### src/rtl/dw_line_buffer.sv
// dw_line_buffer: raster-scan line buffer for the depthwise 3x3 row stage.
// Holds the two previous image rows and, for every accepted pixel, emits the
// vertical column {row y-2, row y-1, row y} at the same x with 1-cycle latency.
// Optional macro DW_PAD_EN: "same" zero padding. Row 1 emits with a zero top
// row, and a FLUSH pass after the last pixel emits the bottom pad row.
// Without the macro, only rows 2..IMG_H-1 emit and in_ready is tied high.
module dw_line_buffer #(
  parameter int DATA_W = 8,
  parameter int IMG_W  = 32,
  parameter int IMG_H  = 32
) (
  input  logic                     clk,
  input  logic                     rst_n,
  input  logic                     in_valid,
  output logic                     in_ready,
  input  logic [DATA_W-1:0]        in_pixel,
  output logic                     out_valid,
  output logic [DATA_W-1:0]        out_r0,
  output logic [DATA_W-1:0]        out_r1,
  output logic [DATA_W-1:0]        out_r2,
  output logic [$clog2(IMG_W)-1:0] out_col,
  output logic                     out_row_first,
  output logic                     out_frame_done
);

  localparam int XW = $clog2(IMG_W);
  localparam int YW = $clog2(IMG_H);
  localparam logic [XW-1:0] X_LAST = XW'(IMG_W - 1);
  localparam logic [YW-1:0] Y_LAST = YW'(IMG_H - 1);
`ifdef DW_PAD_EN
  // Padding mode starts emitting in row 1, so the buffer is primed after row 0.
  localparam logic [YW-1:0] FILL_ROW = '0;
`else
  localparam logic [YW-1:0] FILL_ROW = YW'(1);
`endif

  typedef enum logic [1:0] {FILL, RUN, FLUSH} state_t;

  typedef struct packed {
    logic [DATA_W-1:0] r0;
    logic [DATA_W-1:0] r1;
    logic [DATA_W-1:0] r2;
  } col_t;

  state_t          state;
  logic [XW-1:0]   x;
  logic [YW-1:0]   y;
  logic            parity;
  logic            accept;
  logic            x_last;
  logic            y_last;
  logic [DATA_W-1:0] old_px;
  logic [DATA_W-1:0] mid_px;
  col_t            run_col;
  col_t            col_q;

  // Line memories; contents are never reset since outputs gate on state.
  logic [DATA_W-1:0] lb_a [IMG_W];
  logic [DATA_W-1:0] lb_b [IMG_W];

`ifdef DW_PAD_EN
  logic rdy_q;
  assign in_ready = rdy_q;
`else
  assign in_ready = 1'b1;
`endif

  assign accept = in_valid && in_ready;
  assign x_last = (x == X_LAST);
  assign y_last = (y == Y_LAST);

  assign out_r0 = col_q.r0;
  assign out_r1 = col_q.r1;
  assign out_r2 = col_q.r2;

  // Parity picks which memory holds the oldest row; the other holds the middle row.
  always_comb begin
    old_px = parity ? lb_b[x] : lb_a[x];
    mid_px = parity ? lb_a[x] : lb_b[x];
  end

  // Column emitted in RUN; the top pad row replaces the never-written oldest row.
  always_comb begin
    run_col.r0 = old_px;
    run_col.r1 = mid_px;
    run_col.r2 = in_pixel;
`ifdef DW_PAD_EN
    if (y == YW'(1)) run_col.r0 = '0;
`endif
  end

  // Oldest-row slot is overwritten by the incoming pixel after it has been read.
  always_ff @(posedge clk) begin
    if (accept) begin
      if (parity) lb_b[x] <= in_pixel;
      else        lb_a[x] <= in_pixel;
    end
  end

  // Raster counters, FILL/RUN/FLUSH control and registered column outputs.
  always_ff @(posedge clk or negedge rst_n) begin
    if (!rst_n) begin
      state          <= FILL;
      x              <= '0;
      y              <= '0;
      parity         <= 1'b0;
      out_valid      <= 1'b0;
      col_q          <= '0;
      out_col        <= '0;
      out_row_first  <= 1'b0;
      out_frame_done <= 1'b0;
`ifdef DW_PAD_EN
      rdy_q          <= 1'b1;
`endif
    end else begin
      out_valid      <= 1'b0;
      out_row_first  <= 1'b0;
      out_frame_done <= 1'b0;
      if (accept) begin
        x <= x_last ? '0 : x + 1'b1;
        if (x_last) begin
          y      <= y_last ? '0 : y + 1'b1;
          parity <= ~parity;
        end
        if (state == RUN) begin
          out_valid     <= 1'b1;
          col_q         <= run_col;
          out_col       <= x;
          out_row_first <= (x == '0);
          if (x_last && y_last) begin
`ifdef DW_PAD_EN
            // Bottom pad pass follows; stall the input until it completes.
            state <= FLUSH;
            rdy_q <= 1'b0;
`else
            state          <= FILL;
            out_frame_done <= 1'b1;
`endif
          end
        end else if (x_last && (y == FILL_ROW)) begin
          state <= RUN;
        end
      end
`ifdef DW_PAD_EN
      else if (state == FLUSH) begin
        // After the frame the parity has toggled, so old/mid are rows H-2/H-1.
        out_valid     <= 1'b1;
        col_q.r0      <= old_px;
        col_q.r1      <= mid_px;
        col_q.r2      <= '0;
        out_col       <= x;
        out_row_first <= (x == '0);
        if (x_last) begin
          x              <= '0;
          state          <= FILL;
          rdy_q          <= 1'b1;
          out_frame_done <= 1'b1;
        end else begin
          x <= x + 1'b1;
        end
      end
`endif
    end
  end

endmodule
### config.mk
export PLATFORM = sky130hd
export DESIGN_NAME = dw_line_buffer
export DESIGN_NICKNAME = d
export VERILOG_FILES = /design/src/rtl/dw_line_buffer.sv
export SDC_FILE = /design/constraint.sdc
export NUM_CORES = 1
export LEC_CHECK = 0
export BUFFER_PORTS_ARGS = -buffer_cell sky130_fd_sc_hd__clkbuf_2
export CAP_MARGIN = 20
export CORE_MARGIN = 4
export CORE_UTILIZATION = 50
export DETAILED_ROUTE_END_ITERATION = 8
export PLACE_DENSITY = 0.68
export SKIP_LAST_GASP = 1
export SYNTH_ARGS = -nofsm -noshare
export SYNTH_HDL_FRONTEND = slang
export SYNTH_SLANG_ARGS = --single-unit
### constraint.sdc
create_clock -name clk -period 6.4 [get_ports clk]
set_clock_uncertainty 0.05 [all_clocks]
set_input_delay 0 -clock clk [delete_from_list [all_inputs] [get_ports clk]]
set_output_delay 0 -clock clk [all_outputs]
set_load 0.02 [all_outputs]
==> results.py, run 1 <==
metrics = {
    "outcome": {
        "status": "finished, final reports clean",
    },
    "finish": {
        "syn_to_final_growth_pct": 10.93,
        "multi_input_area_sq_mm": 0.004917,
        "fin_cells": 1940,
        "fin_nets": 1332,
        "mostFrequentLayoutCells": "edfxtp_1, mux2i_1, o22ai_1",
        "nFillCells": 3288,
        "diodes": 0,
        "seqCellArea_sq_mm": 0.01648,
        "drive_gt1_frac": 0.1173,
        "layout_commonest_cell": "edfxtp_1",
    },
    "synth": {
        "synth_seq_cells": 556,
        "ys.flop_type": "edfxtp_1",
        "yosysSeqAreaShare": 0.7510,
        "netlist_area_sq_mm": 0.02194,
        "synthArstFlopShare": 0.07914,
        "synth.net_count": 1288,
        "yosys_warnings": 0,
        "synth_cells": 1269,
        "synth_edf_count": 512,
        "synth.distinct_cells": 41,
        "avgSynthCellArea_sq_um": 17.29,
    },
    "floorplan": {
        "rows": 76,
        "io_pins": 44,
        "fp.dieH_um": 217.5,
        "dieWidth_um": 217.5,
        "core-area_sq_mm": 0.04327,
        "dieArea_sq_mm": 0.04729,
        "start_util": 0.5071,
    },
    "worst_setup_path": {
        "worstSetupEndpoint": "out_r0[4]",
        "crit_arrival_ns": 3.64,
        "required_ns": 6.82,
        "worstSetupStartpointType": "flip-flop",
        "r2r-end": "out_r0[4]",
        "crit_fanout": 29,
        "r2r_slack_ns": 3.18,
        "slowest_stage": "dfrtp_1",
        "path_cells": "or4b_1 -> o22ai_1 -> nor4_1 -> nand2_1 -> a221o_1",
        "criticalPathCategory": "flip-flop to flip-flop",
        "cp-end-kind": "flip-flop",
        "r2r_cells": 5,
        "startpoint": "x[2]",
        "cpPeakStageDelay_ns": 0.89,
        "r2r_start": "x[2]",
    },
    "pwr": {
        "powerDensity_mw_per_mm2": 369.1,
        "ir_drop_uv": 265.5,
        "intPower_mw": 6.498,
        "switching_share": 0.2767,
        "switching_power_mw": 2.485,
        "p_leak_nw": 8.710,
        "power.share.sequential": 0.483,
        "combPwrFrac": 0.162,
        "p_clk_frac": 0.354,
    },
    "sta": {
        "worst_slew_pin_slew_ns": 1.058,
        "maxSlewViolCount": 0,
        "setup_viol": 0,
        "timing.slew.headroom": 0.2944,
        "finalHoldViolCount": 0,
        "finalCritPeriodShare": 0.5031,
        "finalSetupTns_ns": 0,
        "rsz0062_at_grt": "no",
        "period_minus_slack_ns": 3.220,
        "max_freq_ghz": 0.3106,
    },
    "clock_network": {
        "cts-root-buf": "clkbuf_16",
        "tritoncts": "built",
        "worstSkewPairLatency_ns": 0.59,
        "htreeDepth": 2,
        "cts.clk_slew.worst_paths_ns": 0.06,
        "postCtsResizedCells": 0,
        "cts.sinks": 556,
        "cts_buffers": 54,
        "clock_path_buffers": 3,
    },
    "place": {
        "gp_congestion": 0.9033,
        "placedCellCount": 1838,
        "hpwlAfterDp_um": 31520,
        "port_buffers": 42,
    },
    "detailed_routing": {
        "wl_per_cell_um": 26.20,
        "vias": 11630,
        "drt-initial-drc-count": 1532,
        "drt_first_pass_iters": 5,
        "drc": 0,
        "antenna_left": 0,
        "viasPerCell": 5.992,
        "drt_wl_total_um": 50820,
    },
    "grt": {
        "grt_overflow": 0,
        "antenna_found_initial": 0,
        "grt_pass1_vias": 11370,
        "grt_use_total": 0.2139,
        "grt_max_degree": 129,
        "grt_pass1_wl_um": 74640,
    },
    "flow_run": {
        "drv_cap": 0,
    },
    "worst_hold_path": {
        "hp-class": "input port to flip-flop",
    },
}
==> worst min path at each step <==
stage | from | endpoint | slack, ns | depth (start not counted)
after floorplan | rst_n | out_col[0] | -0.35 | 0
after global placement | rst_n | out_r2[5] | 0.06 | 2
after detailed placement | rst_n | out_r2[2] | 0.08 | 2
after CTS | in_pixel[5] | lb_a[17][5] | 0.03 | 2
after global routing | in_pixel[7] | lb_a[20][7] | 0.06 | 2
final | in_pixel[7] | lb_a[20][7] | 0.03 | 2
==> critical path: cells and delay by family (launching register included) <==
| kind | cells | cell delay [ns] |
|---|---|---|
| DFF | 1 | 0.89 |
| and+or+nand+nor | 3 | 1.55 |
| AOI/OAI and AO/OA | 2 | 0.61 |
==> Yosys cell counts (all sizes together) (12+ instances only) <==
master / n / area share
edfxtp: 512 / 0.70
mux2i: 257 / 0.12
o22ai: 128 / 0.038
nor2: 72 / 0.012
buf: 62 / 0.022
dfrtp: 44 / 0.050
nand2: 36 / 0.0062
nor4: 32 / 0.0091
a221o: 16 / 0.0073
and2: 16 / 0.0046
clkbuf: 13 / 0.0023
mux2: 12 / 0.0062
==> timing repair <==
item | 4_1_cts | 5_1_grt
hold endpoints to repair | 50 | 0
hold buffers | 3 | 0
setup buffers | 0 | 0
==> per-layer routing <==
layer / up-vias / share of wire / global-route usage
li1: 5130 / - / -
met1: 5915 / 0.41 / 0.2965
met2: 490 / 0.48 / 0.3463
met3: 90 / 0.080 / 0.04654
met4: 0 / 0.028 / 0.06063
met5: - / 0 / 0
==> state kept, by name, indices dropped and copies added (netlist names) <==
signal,count
state,1
out_r2,8
parity,1
out_row_first,1
lb_a,256
out_frame_done,1
out_col,5
lb_b,256
x,5
out_r1,8
out_valid,1
out_r0,8
y,5
==> cells by family (layout without fill, tap and decap cells) <==
family	after synthesis	count (layout)	synth area share
other	1	1	0.0001709
DFF	556	556	0.7510
buffers and inverters	81	167	0.02486
AOI/OAI and AO/OA	160	160	0.04905
muxes	269	269	0.1234
adders and majority gates	8	8	0.004563
and+or+nand+nor	193	193	0.04654
xor gates and xnor gates	1	1	0.0003993
==> power groups by stage <==
stage / clock [mW] / combinational [mW] / sequential [mW]
2_1_floorplan: 0 / 0.953 / 4.37
3_3_place_gp: 0 / 1.41 / 4.40
3_5_place_dp: 0 / 1.43 / 4.41
4_1_cts: 3.22 / 1.44 / 4.34
5_1_grt: 3.38 / 1.53 / 4.36
6_report: 3.18 / 1.46 / 4.34
==> layout make-up <==
| class | count | area share |
|---|---|---|
| well taps | 585 | 0.03008 |
| flip-flops and latches | 556 | 0.6772 |
| inverters | 6 | 0.0009255 |
| repair buffers | 63 | 0.01671 |
| clock inverters | 25 | 0.009871 |
| multi-input cells | 632 | 0.2021 |
| clock buffers | 73 | 0.06319 |
==> metrics by stage <==
step                      hold slack (ns)  instance area (sq um)  worst slack [ns]  utilization  power, mW
after detailed placement          0.07957                  22510             3.327       0.5204      5.839
after CTS                         0.03340                  24320             3.334       0.5621      8.988
after global routing              0.06058                  24340             3.071       0.5625      9.268
after floorplan                   -0.3456                  21940             4.104            -      5.319
final                             0.03214                  24340             3.180       0.5625      8.983
after global placement            0.06145                  22510             3.376       0.5204      5.811
Note: power is estimated with default switching activity, not from simulation.
==> inputs of run 2 (changes only) <==
--- a/config.mk
+++ b/config.mk
@@ -5,6 +5,7 @@
 export SDC_FILE = /design/constraint.sdc
 export NUM_CORES = 1
 export LEC_CHECK = 0
+export ABC_AREA = 1
 export BUFFER_PORTS_ARGS = -buffer_cell sky130_fd_sc_hd__clkbuf_2
 export CAP_MARGIN = 20
 export CORE_MARGIN = 4
==> constraint.sdc (replaced) <==
create_clock -name clk -period 3.1 [get_ports clk]
set_clock_uncertainty 0.05 [all_clocks]
set_input_delay 0 -clock clk [delete_from_list [all_inputs] [get_ports clk]]
set_output_delay 0 -clock clk [all_outputs]
set_load 0.02 [all_outputs]
==> results.py, run 2 <==
metrics = {
    "synth": {
        "yosysSeqAreaShare": 0.6720,
        "yosys_warnings": 0,
        "synth.area.top_cells": "edfxtp_1, nand2_1, inv_1, nand3_1, dfrtp_1",
        "netlist_area_sq_mm": 0.02452,
        "synth_most_common_cell": "nand2_1",
        "synthArstFlopShare": 0.07914,
        "synth.distinct_cells": 26,
        "synth_edf_count": 512,
        "ys.flop_type": "edfxtp_1",
        "synth_top_area_cell": "edfxtp_1",
        "synth_top_area_share": 0.6271,
        "synth.net_count": 2480,
        "synth_cells": 2461,
        "synth_seq_cells": 556,
        "avgSynthCellArea_sq_um": 9.962,
        "ys_top_cells_by_count": "nand2_1, edfxtp_1, inv_1, nand3_1, nor3_1",
    },
    "flow_run": {
        "drv_cap": 0,
    },
    "grt": {
        "grt_pass1_vias": 16350,
        "antenna_found_initial": 1,
        "grt_use_total": 0.2338,
        "grt_max_degree": 152,
        "grt_overflow": 0,
        "grt_pass1_wl_um": 95670,
    },
    "pwr": {
        "powerDensity_mw_per_mm2": 779.2,
        "ir_drop_uv": 464.5,
        "power_mw": 21.44,
        "p_leak_nw": 12.22,
    },
    "worst_setup_path": {
        "path_cells": "inv_8 -> buf_4 -> nand2_1 -> nand3_1 -> nand2_1 -> nand2_1 -> nand2_1 -> nor2_1 -> nand3_1 -> nand3_1 -> nand2_1",
        "critPathBufInv": 2,
        "crit_top_cell": "nand2_1",
        "crit_fanout": 62,
        "cp-end-kind": "flip-flop",
        "crit_arrival_ns": 3.07,
        "slowest_stage": "dfrtp_4",
        "r2r_cells": 11,
        "cpLargestDelayFamily": "simple AND/OR/NAND/NOR gates",
        "criticalPathCategory": "flip-flop to flip-flop",
        "critical_path_cell_count": 11,
        "worstSetupStartpointType": "flip-flop",
        "cpPeakStageDelay_ns": 0.56,
        "required_ns": 3.53,
    },
    "finish": {
        "mostFrequentLayoutCells": "nand2_1, edfxtp_1, inv_1",
        "final_core_util": 0.5714,
        "fin_nets": 2577,
        "nFillCells": 4035,
        "reg_top3": "lb_a (256), lb_b (256)",
        "diodes": 0,
        "layout_commonest_cell": "nand2_1",
        "syn_to_final_growth_pct": 12.22,
        "drive_gt1_frac": 0.09454,
    },
    "clock_network": {
        "worstSkewPairLatency_ns": 0.61,
        "cts_buffers": 55,
        "cts_hold_buffers": 3,
        "cts-root-buf": "clkbuf_16",
        "htreeDepth": 2,
        "cts.sinks": 556,
        "cts.clk_slew.worst_paths_ns": 0.06,
        "postCtsResizedCells": 0,
        "tritoncts": "built",
        "post_cts_buffers": 0,
        "clock_path_buffers": 3,
    },
    "floorplan": {
        "core-area_sq_mm": 0.04815,
        "start_util": 0.5092,
        "dieArea_sq_mm": 0.05264,
        "fp.dieH_um": 229.4,
        "io_pins": 44,
        "dieWidth_um": 229.4,
        "rows": 80,
    },
    "sta": {
        "setup_viol": 0,
        "finalHoldViolCount": 0,
        "finalCritPeriodShare": 0.8523,
        "worst_slew_pin_slew_ns": 1.112,
        "maxSlewViolCount": 0,
        "max_freq_ghz": 0.3785,
        "rsz0062_at_grt": "no",
        "finalSetupTns_ns": 0,
        "period_minus_slack_ns": 2.642,
        "timing.slew.headroom": 0.2589,
    },
    "place": {
        "port_buffers": 42,
        "hpwlAfterDp_um": 37780,
        "gp_congestion": 0.8615,
    },
    "detailed_routing": {
        "viasPerCell": 5.223,
        "vias": 17020,
        "drt_first_pass_iters": 5,
        "wl_per_cell_um": 18.95,
        "antenna_left": 0,
        "drt-initial-drc-count": 1699,
        "drc": 0,
        "drt_wl_total_um": 61730,
    },
    "outcome": {
        "status": "finished, final reports clean",
    },
    "worst_hold_path": {
        "hp-class": "input port to asynchronous set/reset pin",
    },
}
run 2: final timing paths:
path	start	to	slack (ns)
hold / removal	rst_n	y[2]	0.01
setup reg to reg	x[0]	out_r0[0]	0.46
setup / recovery	x[0]	out_r0[0]	0.46
max in group asynchronous	rst_n	out_r1[0]	2.17
hold reg to reg	out_r2[6]	out_r2[6]	0.43
min in group clk	in_pixel[3]	out_r2[3]	0.07
run 2: where the power goes:
| part | total [mW] | internal, mW | switching (mW) | leakage (nW) |
|---|---|---|---|---|
| logic | 6.05 | 1.70 | 4.35 | 6.23 |
| clock network | 6.39 | 3.65 | 2.74 | 0.851 |
| registers | 8.99 | 8.63 | 0.363 | 5.13 |
run 2: metal layers:
layer  GRT usage  vias up  share of wire
met5           0        -        0.00016
met3     0.04809      102          0.090
met4     0.06752        2          0.027
met2      0.3637      692           0.46
li1            -     8026              -
met1      0.3365     8194           0.42
run 2: kinds of logic after synthesis:
kind of cell    count (synthesis)  share of synthesized area
compound gates                 54                    0.01118
xor+xnor                        1                  0.0003573
fa+ha+maj                       8                   0.004083
buf+inv                       514                    0.09115
flops                         556                     0.6720
other cells                     1                  0.0001530
simple gates                 1327                     0.2210
run 2: worst register-to-register path, delay by kind of cell, from the launching register on:
family | cells | cell delay [ns]
flops | 1 | 0.56
simple gates | 9 | 1.10
buf+inv | 2 | 0.81
run 2: cell type report:
class	count	area (sq um)	area share
multi-input cells	1391	5806	0.2110
flip-flops and latches	556	16480	0.5991
repair buffers	156	1184	0.04302
clock inverters	26	198.9	0.007231
inverters	398	1506	0.05476
clock buffers	75	1513	0.05498
well taps	656	820.8	0.02983
run 2: per-stage QoR:
stage          cells  setup WS (ns)  hold slack, ns  area (sq um)
4_1_cts         3257         0.4845         0.02148         27510
5_1_grt         3258         0.2880         0.05313         27510
2_1_floorplan   2461         0.7082         -0.3456         24520
3_3_place_gp    3152         0.5017         0.09184         25740
6_report        3258         0.4578         0.01204         27510
3_5_place_dp    3153         0.4958          0.1123         25760
